File: src/rtl/cordic_pkg.sv
`default_nettype none
// ============================================================================
// Module      : cordic_pkg
// Description : Shared definitions for the CORDIC control path: controller
//               state encoding, datapath variable selects, angle-region codes
//               and the output-select helper.
// Revision    : 1.0 - successor controller (v3) with watchdog and
//               parameterised iteration count
// ============================================================================
package cordic_pkg;

    // Controller states. The width is fixed explicitly so that the state
    // register width does not depend on how many states are listed.
    typedef enum logic [2:0] {
        ST_IDLE   = 3'd0,
        ST_LOAD   = 3'd1,
        ST_PREP   = 3'd2,
        ST_ISSUE  = 3'd3,
        ST_WAIT   = 3'd4,
        ST_STORE  = 3'd5,
        ST_OUTPUT = 3'd6,
        ST_DONE   = 3'd7
    } cordic_state_t;

    // Datapath variable being updated by the shared add/subtract unit.
    localparam logic [1:0] VAR_X = 2'd0;
    localparam logic [1:0] VAR_Y = 2'd1;
    localparam logic [1:0] VAR_Z = 2'd2;

    // Angle-region flag encodings.
    localparam logic [1:0] REGION_00 = 2'b00;
    localparam logic [1:0] REGION_01 = 2'b01;
    localparam logic [1:0] REGION_10 = 2'b10;
    localparam logic [1:0] REGION_11 = 2'b11;

    // Output register select: the requested function (0 = cos -> X,
    // 1 = sin -> Y) is swapped when the angle was folded from region 01 or 10,
    // because folding by a quarter turn exchanges the roles of X and Y.
    function automatic logic out_select(input logic op, input logic [1:0] region);
        logic w_swap;
        w_swap = (region == REGION_01) || (region == REGION_10);
        return op ^ w_swap;
    endfunction

endpackage
`default_nettype wire

File: src/rtl/cordic_iter_counter.sv
`default_nettype none
// ============================================================================
// Module      : cordic_iter_counter
// Description : Parameterised up-counter with synchronous load, count enable
//               and a terminal-count flag. Used as the CORDIC iteration index.
// Ports       : clk          - system clock
//               reset        - asynchronous active-low reset (count -> 0)
//               i_load       - load i_load_value (has priority over enable)
//               i_load_value - value loaded when i_load is high
//               i_enable     - increment by one
//               o_count      - current count
//               o_max_tick   - high while o_count equals MAX_VALUE
// Revision    : 1.0 - initial release
// ============================================================================
module cordic_iter_counter #(
    parameter int WIDTH     = 5,
    parameter int MAX_VALUE = 23
) (
    input  logic             clk,
    input  logic             reset,
    input  logic             i_load,
    input  logic [WIDTH-1:0] i_load_value,
    input  logic             i_enable,
    output logic [WIDTH-1:0] o_count,
    output logic             o_max_tick
);

    localparam logic [WIDTH-1:0] c_MAX = WIDTH'(MAX_VALUE);

    logic [WIDTH-1:0] r_count;

    always_ff @(posedge clk or negedge reset) begin
        if (!reset) begin
            r_count <= '0;
        end else if (i_load) begin
            r_count <= i_load_value;
        end else if (i_enable) begin
            r_count <= r_count + WIDTH'(1);
        end
    end

    assign o_count    = r_count;
    assign o_max_tick = (r_count == c_MAX);

endmodule
`default_nettype wire

File: src/rtl/cordic_fsm_v3.sv
`default_nettype none
// ============================================================================
// Module      : cordic_fsm_v3
// Description : Control FSM for an iterative CORDIC core sharing a single
//               floating-point add/subtract unit. Each micro-rotation updates
//               X, Y and Z in turn through the shared unit. A watchdog on the
//               add/subtract handshake ends the operation with an error
//               instead of stalling when the unit never answers.
// Ports       : clk, reset (async, active-low)
//               beg_FSM_CORDIC / ACK_FSM_CORDIC  - start request / result taken
//               operation, mode_in, shift_region_flag - latched at start
//               ready_add_subt                   - add/subtract result valid
//               beg_add_subt / ack_add_subt      - add/subtract handshake
//               reset_reg_cordic                 - clear datapath registers
//               ready_CORDIC / error_CORDIC      - result (or error) available
//               sel_mux_1/2/3, mode, iter_count  - datapath selects
//               enab_*                           - one-cycle register enables
// Revision    : 3.0 - internal counters, parameterised iterations,
//               per-operation mode, add/subtract watchdog
// ============================================================================
module cordic_fsm_v3
    import cordic_pkg::*;
#(
    parameter int ITERATIONS  = 24,
    parameter int ITER_W      = 5,
    parameter int ADD_TIMEOUT = 255
) (
    input  logic              clk,
    input  logic              reset,
    input  logic              beg_FSM_CORDIC,
    input  logic              ACK_FSM_CORDIC,
    input  logic              operation,
    input  logic              mode_in,
    input  logic [1:0]        shift_region_flag,
    input  logic              ready_add_subt,
    output logic              reset_reg_cordic,
    output logic              ready_CORDIC,
    output logic              error_CORDIC,
    output logic              beg_add_subt,
    output logic              ack_add_subt,
    output logic              sel_mux_1,
    output logic [1:0]        sel_mux_2,
    output logic              sel_mux_3,
    output logic              mode,
    output logic [ITER_W-1:0] iter_count,
    output logic              enab_RB1,
    output logic              enab_RB2,
    output logic              enab_d_ff_Xn,
    output logic              enab_d_ff_Yn,
    output logic              enab_d_ff_Zn,
    output logic              enab_dff_shifted_x,
    output logic              enab_dff_shifted_y,
    output logic              enab_dff_LUT,
    output logic              enab_dff_sign,
    output logic              enab_d_ff_out
);

    // The watchdog counts completed WAIT cycles 0 .. ADD_TIMEOUT-1.
    localparam int c_WD_W = (ADD_TIMEOUT > 1) ? $clog2(ADD_TIMEOUT) : 1;
    localparam logic [c_WD_W-1:0] c_WD_LAST = c_WD_W'(ADD_TIMEOUT - 1);

    cordic_state_t     r_state;
    cordic_state_t     w_next_state;

    logic [1:0]        r_var;
    logic [c_WD_W-1:0] r_wd;
    logic              r_error;
    logic              r_operation;
    logic              r_mode;
    logic [1:0]        r_region;

    logic [ITER_W-1:0] w_iter_count;
    logic              w_iter_last;
    logic              w_iter_load;
    logic              w_iter_enable;
    logic              w_timeout;
    logic              w_done_exit;

    assign w_timeout   = (r_wd == c_WD_LAST);
    assign w_done_exit = (r_state == ST_DONE) && ACK_FSM_CORDIC;

    // ------------------------------------------------------------------------
    // Iteration counter. Cleared at the start of an operation and again on
    // the return to IDLE so that iter_count reads 0 while idle.
    // ------------------------------------------------------------------------
    assign w_iter_load   = (r_state == ST_LOAD) || w_done_exit;
    assign w_iter_enable = (r_state == ST_STORE) && (r_var == VAR_Z) && !w_iter_last;

    cordic_iter_counter #(
        .WIDTH     (ITER_W),
        .MAX_VALUE (ITERATIONS - 1)
    ) u_iter_counter (
        .clk          (clk),
        .reset        (reset),
        .i_load       (w_iter_load),
        .i_load_value ({ITER_W{1'b0}}),
        .i_enable     (w_iter_enable),
        .o_count      (w_iter_count),
        .o_max_tick   (w_iter_last)
    );

    // ------------------------------------------------------------------------
    // State register
    // ------------------------------------------------------------------------
    always_ff @(posedge clk or negedge reset) begin
        if (!reset) begin
            r_state <= ST_IDLE;
        end else begin
            r_state <= w_next_state;
        end
    end

    // ------------------------------------------------------------------------
    // Variable index, watchdog, error flag and fields latched at start.
    // The latched fields are dropped on the way back to IDLE so that every
    // output reads 0 while the controller is idle.
    // ------------------------------------------------------------------------
    always_ff @(posedge clk or negedge reset) begin
        if (!reset) begin
            r_var       <= VAR_X;
            r_wd        <= '0;
            r_error     <= 1'b0;
            r_operation <= 1'b0;
            r_mode      <= 1'b0;
            r_region    <= REGION_00;
        end else begin
            case (r_state)
                ST_IDLE: begin
                    if (beg_FSM_CORDIC) begin
                        r_operation <= operation;
                        r_mode      <= mode_in;
                        r_region    <= shift_region_flag;
                    end
                end
                ST_LOAD: begin
                    r_var   <= VAR_X;
                    r_error <= 1'b0;
                end
                ST_ISSUE: begin
                    r_wd <= '0;
                end
                ST_WAIT: begin
                    // A ready in the same cycle as the last allowed WAIT
                    // cycle still counts as a successful handshake.
                    if (!ready_add_subt) begin
                        if (w_timeout) begin
                            r_error <= 1'b1;
                        end else begin
                            r_wd <= r_wd + c_WD_W'(1);
                        end
                    end
                end
                ST_STORE: begin
                    r_var <= (r_var == VAR_Z) ? VAR_X : (r_var + 2'd1);
                end
                ST_DONE: begin
                    if (ACK_FSM_CORDIC) begin
                        r_error     <= 1'b0;
                        r_operation <= 1'b0;
                        r_mode      <= 1'b0;
                        r_region    <= REGION_00;
                    end
                end
                default: begin
                end
            endcase
        end
    end

    // ------------------------------------------------------------------------
    // Next-state and per-state outputs
    // ------------------------------------------------------------------------
    always_comb begin
        w_next_state       = r_state;
        reset_reg_cordic   = 1'b0;
        ready_CORDIC       = 1'b0;
        beg_add_subt       = 1'b0;
        ack_add_subt       = 1'b0;
        sel_mux_2          = VAR_X;
        enab_RB1           = 1'b0;
        enab_RB2           = 1'b0;
        enab_d_ff_Xn       = 1'b0;
        enab_d_ff_Yn       = 1'b0;
        enab_d_ff_Zn       = 1'b0;
        enab_dff_shifted_x = 1'b0;
        enab_dff_shifted_y = 1'b0;
        enab_dff_LUT       = 1'b0;
        enab_dff_sign      = 1'b0;
        enab_d_ff_out      = 1'b0;

        case (r_state)
            ST_IDLE: begin
                if (beg_FSM_CORDIC) begin
                    w_next_state = ST_LOAD;
                end
            end
            ST_LOAD: begin
                reset_reg_cordic = 1'b1;
                enab_RB1         = 1'b1;
                w_next_state     = ST_PREP;
            end
            ST_PREP: begin
                // Capture shifted operands, arctangent LUT entry and rotation
                // direction for the current micro-rotation.
                enab_RB2           = 1'b1;
                enab_dff_shifted_x = 1'b1;
                enab_dff_shifted_y = 1'b1;
                enab_dff_LUT       = 1'b1;
                enab_dff_sign      = 1'b1;
                w_next_state       = ST_ISSUE;
            end
            ST_ISSUE: begin
                sel_mux_2    = r_var;
                beg_add_subt = 1'b1;
                w_next_state = ST_WAIT;
            end
            ST_WAIT: begin
                sel_mux_2 = r_var;
                if (ready_add_subt) begin
                    w_next_state = ST_STORE;
                end else if (w_timeout) begin
                    w_next_state = ST_DONE;
                end
            end
            ST_STORE: begin
                sel_mux_2    = r_var;
                ack_add_subt = 1'b1;
                case (r_var)
                    VAR_X:   enab_d_ff_Xn = 1'b1;
                    VAR_Y:   enab_d_ff_Yn = 1'b1;
                    VAR_Z:   enab_d_ff_Zn = 1'b1;
                    default: begin
                    end
                endcase
                if (r_var != VAR_Z) begin
                    w_next_state = ST_ISSUE;
                end else if (w_iter_last) begin
                    w_next_state = ST_OUTPUT;
                end else begin
                    w_next_state = ST_PREP;
                end
            end
            ST_OUTPUT: begin
                enab_d_ff_out = 1'b1;
                w_next_state  = ST_DONE;
            end
            ST_DONE: begin
                ready_CORDIC = 1'b1;
                if (ACK_FSM_CORDIC) begin
                    w_next_state = ST_IDLE;
                end
            end
            default: begin
                w_next_state = ST_IDLE;
            end
        endcase
    end

    // ------------------------------------------------------------------------
    // Outputs derived from registered state
    // ------------------------------------------------------------------------
    assign iter_count   = w_iter_count;
    assign sel_mux_1    = |w_iter_count;
    assign sel_mux_3    = out_select(r_operation, r_region);
    assign mode         = r_mode;
    assign error_CORDIC = r_error;

endmodule
`default_nettype wire

File: config.mk
export PLATFORM = sky130hd
export DESIGN_NAME = cordic_fsm_v3
export DESIGN_NICKNAME = d
export VERILOG_FILES = /design/src/rtl/cordic_pkg.sv /design/src/rtl/cordic_iter_counter.sv /design/src/rtl/cordic_fsm_v3.sv
export SDC_FILE = /design/constraint.sdc
export NUM_CORES = 1
export LEC_CHECK = 0
export CORE_MARGIN = 3
export CORE_UTILIZATION = 50
export DETAILED_ROUTE_END_ITERATION = 8
export PLACE_DENSITY = 0.82
export SYNTH_ARGS = -nofsm -noshare
export SYNTH_HDL_FRONTEND = slang
export SYNTH_SLANG_ARGS = --single-unit
File: constraint.sdc
create_clock -name clk -period 3.1 [get_ports clk]
set_input_delay 0.465 -clock clk [delete_from_list [all_inputs] [get_ports clk]]
set_output_delay 0.465 -clock clk [all_outputs]
set_load 0.01 [all_outputs]
==> summary by stage <==
Outcome
The flow ran to the end, and the final reports show no timing, DRC or antenna violations.

Setup path
The number of cells on the worst reg-to-reg path is 4. The cell type of the slowest stage on the worst timing path is sky130_fd_sc_hd__dfrtp_2. For flop-to-flop paths, the worst setup slack is approximately 1300 ps.

The highest cell delay on the worst timing path is 540 ps. The type of origin of the critical path is a flop. The critical path required time is roughly 2600 ps. The kind of capture point of the worst setup path is a primary output. The endpoint of the worst register-to-register path is r_wd[1]. Grouping stages by cell kind, the critical path spends the most delay in buffers and inverters. STA puts the critical path data arrival time at between 2000 and 2500 ps. The signal on the critical path passes through clkinv_1 > nand3_1 > o21ai_0 > and2_1 > clkdlybuf4s50_1. The startpoint identified for the worst register-to-register timing path is r_state[0]. Counting both buffers and inverters, the worst setup path holds a total of 2. The category of the critical setup timing path is flop to primary output. In this run the worst path has a maximum fanout of 16.

Die
Measured along the x axis, the die boundary spans a little under 60 um. The height of the chip is 57.60 um. For this design the top-level I/O count stands at 34. The floorplan step defined a die boundary enclosing approximately 0.0033 sq mm. The cell row count is 18.

The core region is ~0.0025 sq mm. The initial standard-cell utilization of the core is between 50% and 60%.

Worst hold path
The cell depth of the worst hold path is 2. In this run the most critical hold path is launched from error_CORDIC. The sink of the worst hold path is error_CORDIC.

The kind of path behind the tightest hold check is flop to flop.

STA
Setup violations remaining at the end of the flow were counted as 0. The final clock skew is between 3 and 4 ps. For the pin with the worst max-slew slack, the measured transition is 1023 ps.

The share of the cycle needed by the critical path after routing is just under 90%. On the final layout, the worst hold slack is roughly 500 ps. The final critical path time including I/O delays and setup is 2703 ps.

The hold violation count in the final report is 0. The number of max-slew violations in the final report is 0. Setup repair after global routing left no endpoint under its margin. Headroom to the max-slew limit came out at between 30% and 40%. The total negative slack for setup checks is 0 ps. The maximum achievable frequency is between 300 and 400 MHz.

Power
VDD sags by at most 0.6814 mV. Dividing total power by cell area gives a power density of 751.4 mW/mm^2. The leakage component of the power is about 0.74 nW.

Job
Across the run, the number of max-cap violations was 0.

Synth
The proportion of register bits with asynchronous set or reset after synthesis is between 90% and 100%. The sequential element share of the synthesized area is between 40% and 50%. The mapped cell area is roughly 0.0013 sq mm. The Yosys step of the flow raised 0 warnings. The distinct cell type count after synthesis is 40.

The number of instances in the synthesized netlist is roughly 150. The number of nets handed over by synthesis was 158. The average size of a mapped cell is around 9 sq um. The most used flip-flop cell after synthesis is sky130_fd_sc_hd__dfrtp_1. The biggest area contributor in the post-synthesis netlist is sky130_fd_sc_hd__dfrtp_1. Summed over its instances, the top area cell type makes up a little over two fifths of the synthesized netlist area.

The commonest cells after synthesis are sky130_fd_sc_hd__dfrtp_1 (23), sky130_fd_sc_hd__nand2_1 (14), sky130_fd_sc_hd__nand3_1 (11). Yosys mapped a number of flops with a built-in enable equal to 0. Among all cell types in the netlist, the one instantiated most often is sky130_fd_sc_hd__dfrtp_1. The register bit count reported by yosys is 23.

Yosys attributes the largest share of cell area to sky130_fd_sc_hd__dfrtp_1 (43%), sky130_fd_sc_hd__nand3_1 (4.1%), sky130_fd_sc_hd__nand2_1 (3.9%).

Cells and area
The number of antenna diodes is 0. The layout net count is about 190. The share of the core filled with cells in the final layout is 67.12%. The post-route netlist has under 10% of its cells at a drive strength greater than 1. With fillers left out, the area of the finished cells amounts to around 0.0017 sq mm. The final cell count without fillers is just over 200. The area growth from synthesis to layout is 26.03%.

Clocking
Clock tree synthesis selected as its root buffer the cell sky130_fd_sc_hd__clkbuf_4. For this design, the CTS-stage hold fixing added 0 buffers. The number of H-tree levels is 1.

After clock tree synthesis, the clock-pin slew on the worst setup and hold paths is around 120 ps. The clock passes through at most 2 buffers. The TritonCTS clock tree is yes. After clock tree synthesis, the repair step resized 0 gates. For the worst-skew pair, the clock arrives at the later sink with an insertion delay of a little over 300 ps. Counting every sink on the clock net gives 23. After clock tree synthesis, the setup repair step added 0 buffers.

In this run, CTS created clock tree buffers numbering 3.

Global routing
The number of global-route vias before repair is around 1100. The largest net degree at the start of global routing is 24. The combined global-route utilization of all metal layers is approximately 20%.

After global routing the overflow that remains totals 0. The number of antenna violations at the first check in global routing is 0. The first-pass GRT wire length is approximately 5.1 mm.

Place
Once detailed placement completed, the half-perimeter wirelength came to about 2.2 mm. The weighted congestion reported at the end of routability-driven placement is about 0.83. The cell area after placement is ~0.0017 sq mm. The count of buffers added on input and output ports is 33. The placed cell count is 200.

Detailed routing
The final route contains roughly 1200 vias. The first routing iteration left between 60 and 70 violations. The count of antenna-violating nets left after detailed routing is 0.

The final wirelength is 2.931 mm. The post-detailed-route DRC marker count is 0. In the final routed layout, each cell accounts on average for between 10 and 15 um. The first detailed-routing pass ran for 4 iterations.

Dividing the detail-routed via count by the number of cells gives around 5.8.
==> report_power, final <==
group	switching (mW)	internal [mW]
clock network	0.0893	0.0503
logic	0.296	0.328
registers	0.127	0.371
==> through the flow <==
stage	setup WS [ps]	power [mW]
floorplan	1158	0.8522
global placement	672.6	1.104
detailed placement	580.2	1.124
CTS	214.5	1.268
global route	228.5	1.364
finish	397.3	1.261
==> worst register-to-register path, stage by stage, from the launching register on <==
cell                       delay [ps]
sky130_fd_sc_hd__dfrtp_1          580
sky130_fd_sc_hd__nor2_1           430
sky130_fd_sc_hd__nand3b_1         150
sky130_fd_sc_hd__a21oi_1          340
sky130_fd_sc_hd__mux2i_1          240
==> cell type report <==
| cell class | instances | area, sq um |
|---|---|---|
| tap | 30 | 37.54 |
| sequential | 23 | 576.8 |
| multi-input combinational | 104 | 669.4 |
| fill | 209 | 822.0 |
| timing repair buffer | 33 | 330.3 |
| inverter | 10 | 37.54 |
| clock buffer | 4 | 26.28 |
==> logic make-up (layout without fill, tap and decap cells) <==
kind of cell | after synthesis | after routing | synth area share [%]
AOI/OAI and AO/OA | 24 | 24 | 11.65
xor gates and xnor gates | 6 | 6 | 3.947
adders and majority gates | 4 | 4 | 3.760
buffers and inverters | 18 | 47 | 6.485
DFF | 23 | 23 | 43.23
muxes | 3 | 3 | 2.256
and+or+nand+nor | 67 | 67 | 28.66
==> layout by cell type, fill, tap and decap left out, types with 4 or more instances in the layout <==
cell	count
sky130_fd_sc_hd__nor2_1	10
sky130_fd_sc_hd__clkdlybuf4s50_1	33
sky130_fd_sc_hd__ha_1	4
sky130_fd_sc_hd__nor3_1	4
sky130_fd_sc_hd__nand2_1	14
sky130_fd_sc_hd__nand4_1	7
sky130_fd_sc_hd__a21oi_1	6
sky130_fd_sc_hd__xnor2_1	4
sky130_fd_sc_hd__inv_1	9
sky130_fd_sc_hd__dfrtp_1	22
sky130_fd_sc_hd__and2_1	4
sky130_fd_sc_hd__nand3_1	11
==> state kept, by name (all words and copies together) (netlist names) <==
| name | count |
|---|---|
| r_wd | 8 |
| r_region | 2 |
| mode | 1 |
| r_var | 2 |
| r_state | 3 |
| u_iter_counter.o_count | 5 |
| error_CORDIC | 1 |
| r_operation | 1 |
==> metal layers <==
metal,global-route usage [%],vias up,share of wire [%]
met5,0,-,0
met4,8.278,0,1.8
met3,4.299,5,5.4
met2,30.97,35,47
met1,27.04,568,45
li1,-,572,-
==> worst max-delay path by stage <==
stage          cells after the start      endpoint  slack, ps        from
2_1_floorplan                      3  enab_dff_LUT       1160  r_state[1]
3_3_place_gp                       5  sel_mux_2[1]        670  r_state[2]
3_5_place_dp                       5  sel_mux_2[1]        580  r_state[2]
4_1_cts                            5  sel_mux_2[1]        210  r_state[2]
5_1_grt                            5  sel_mux_2[0]        230  r_state[2]
6_report                           5  sel_mux_2[1]        400  r_state[2]
No activity file was read; power rests on OpenSTA's default activity.
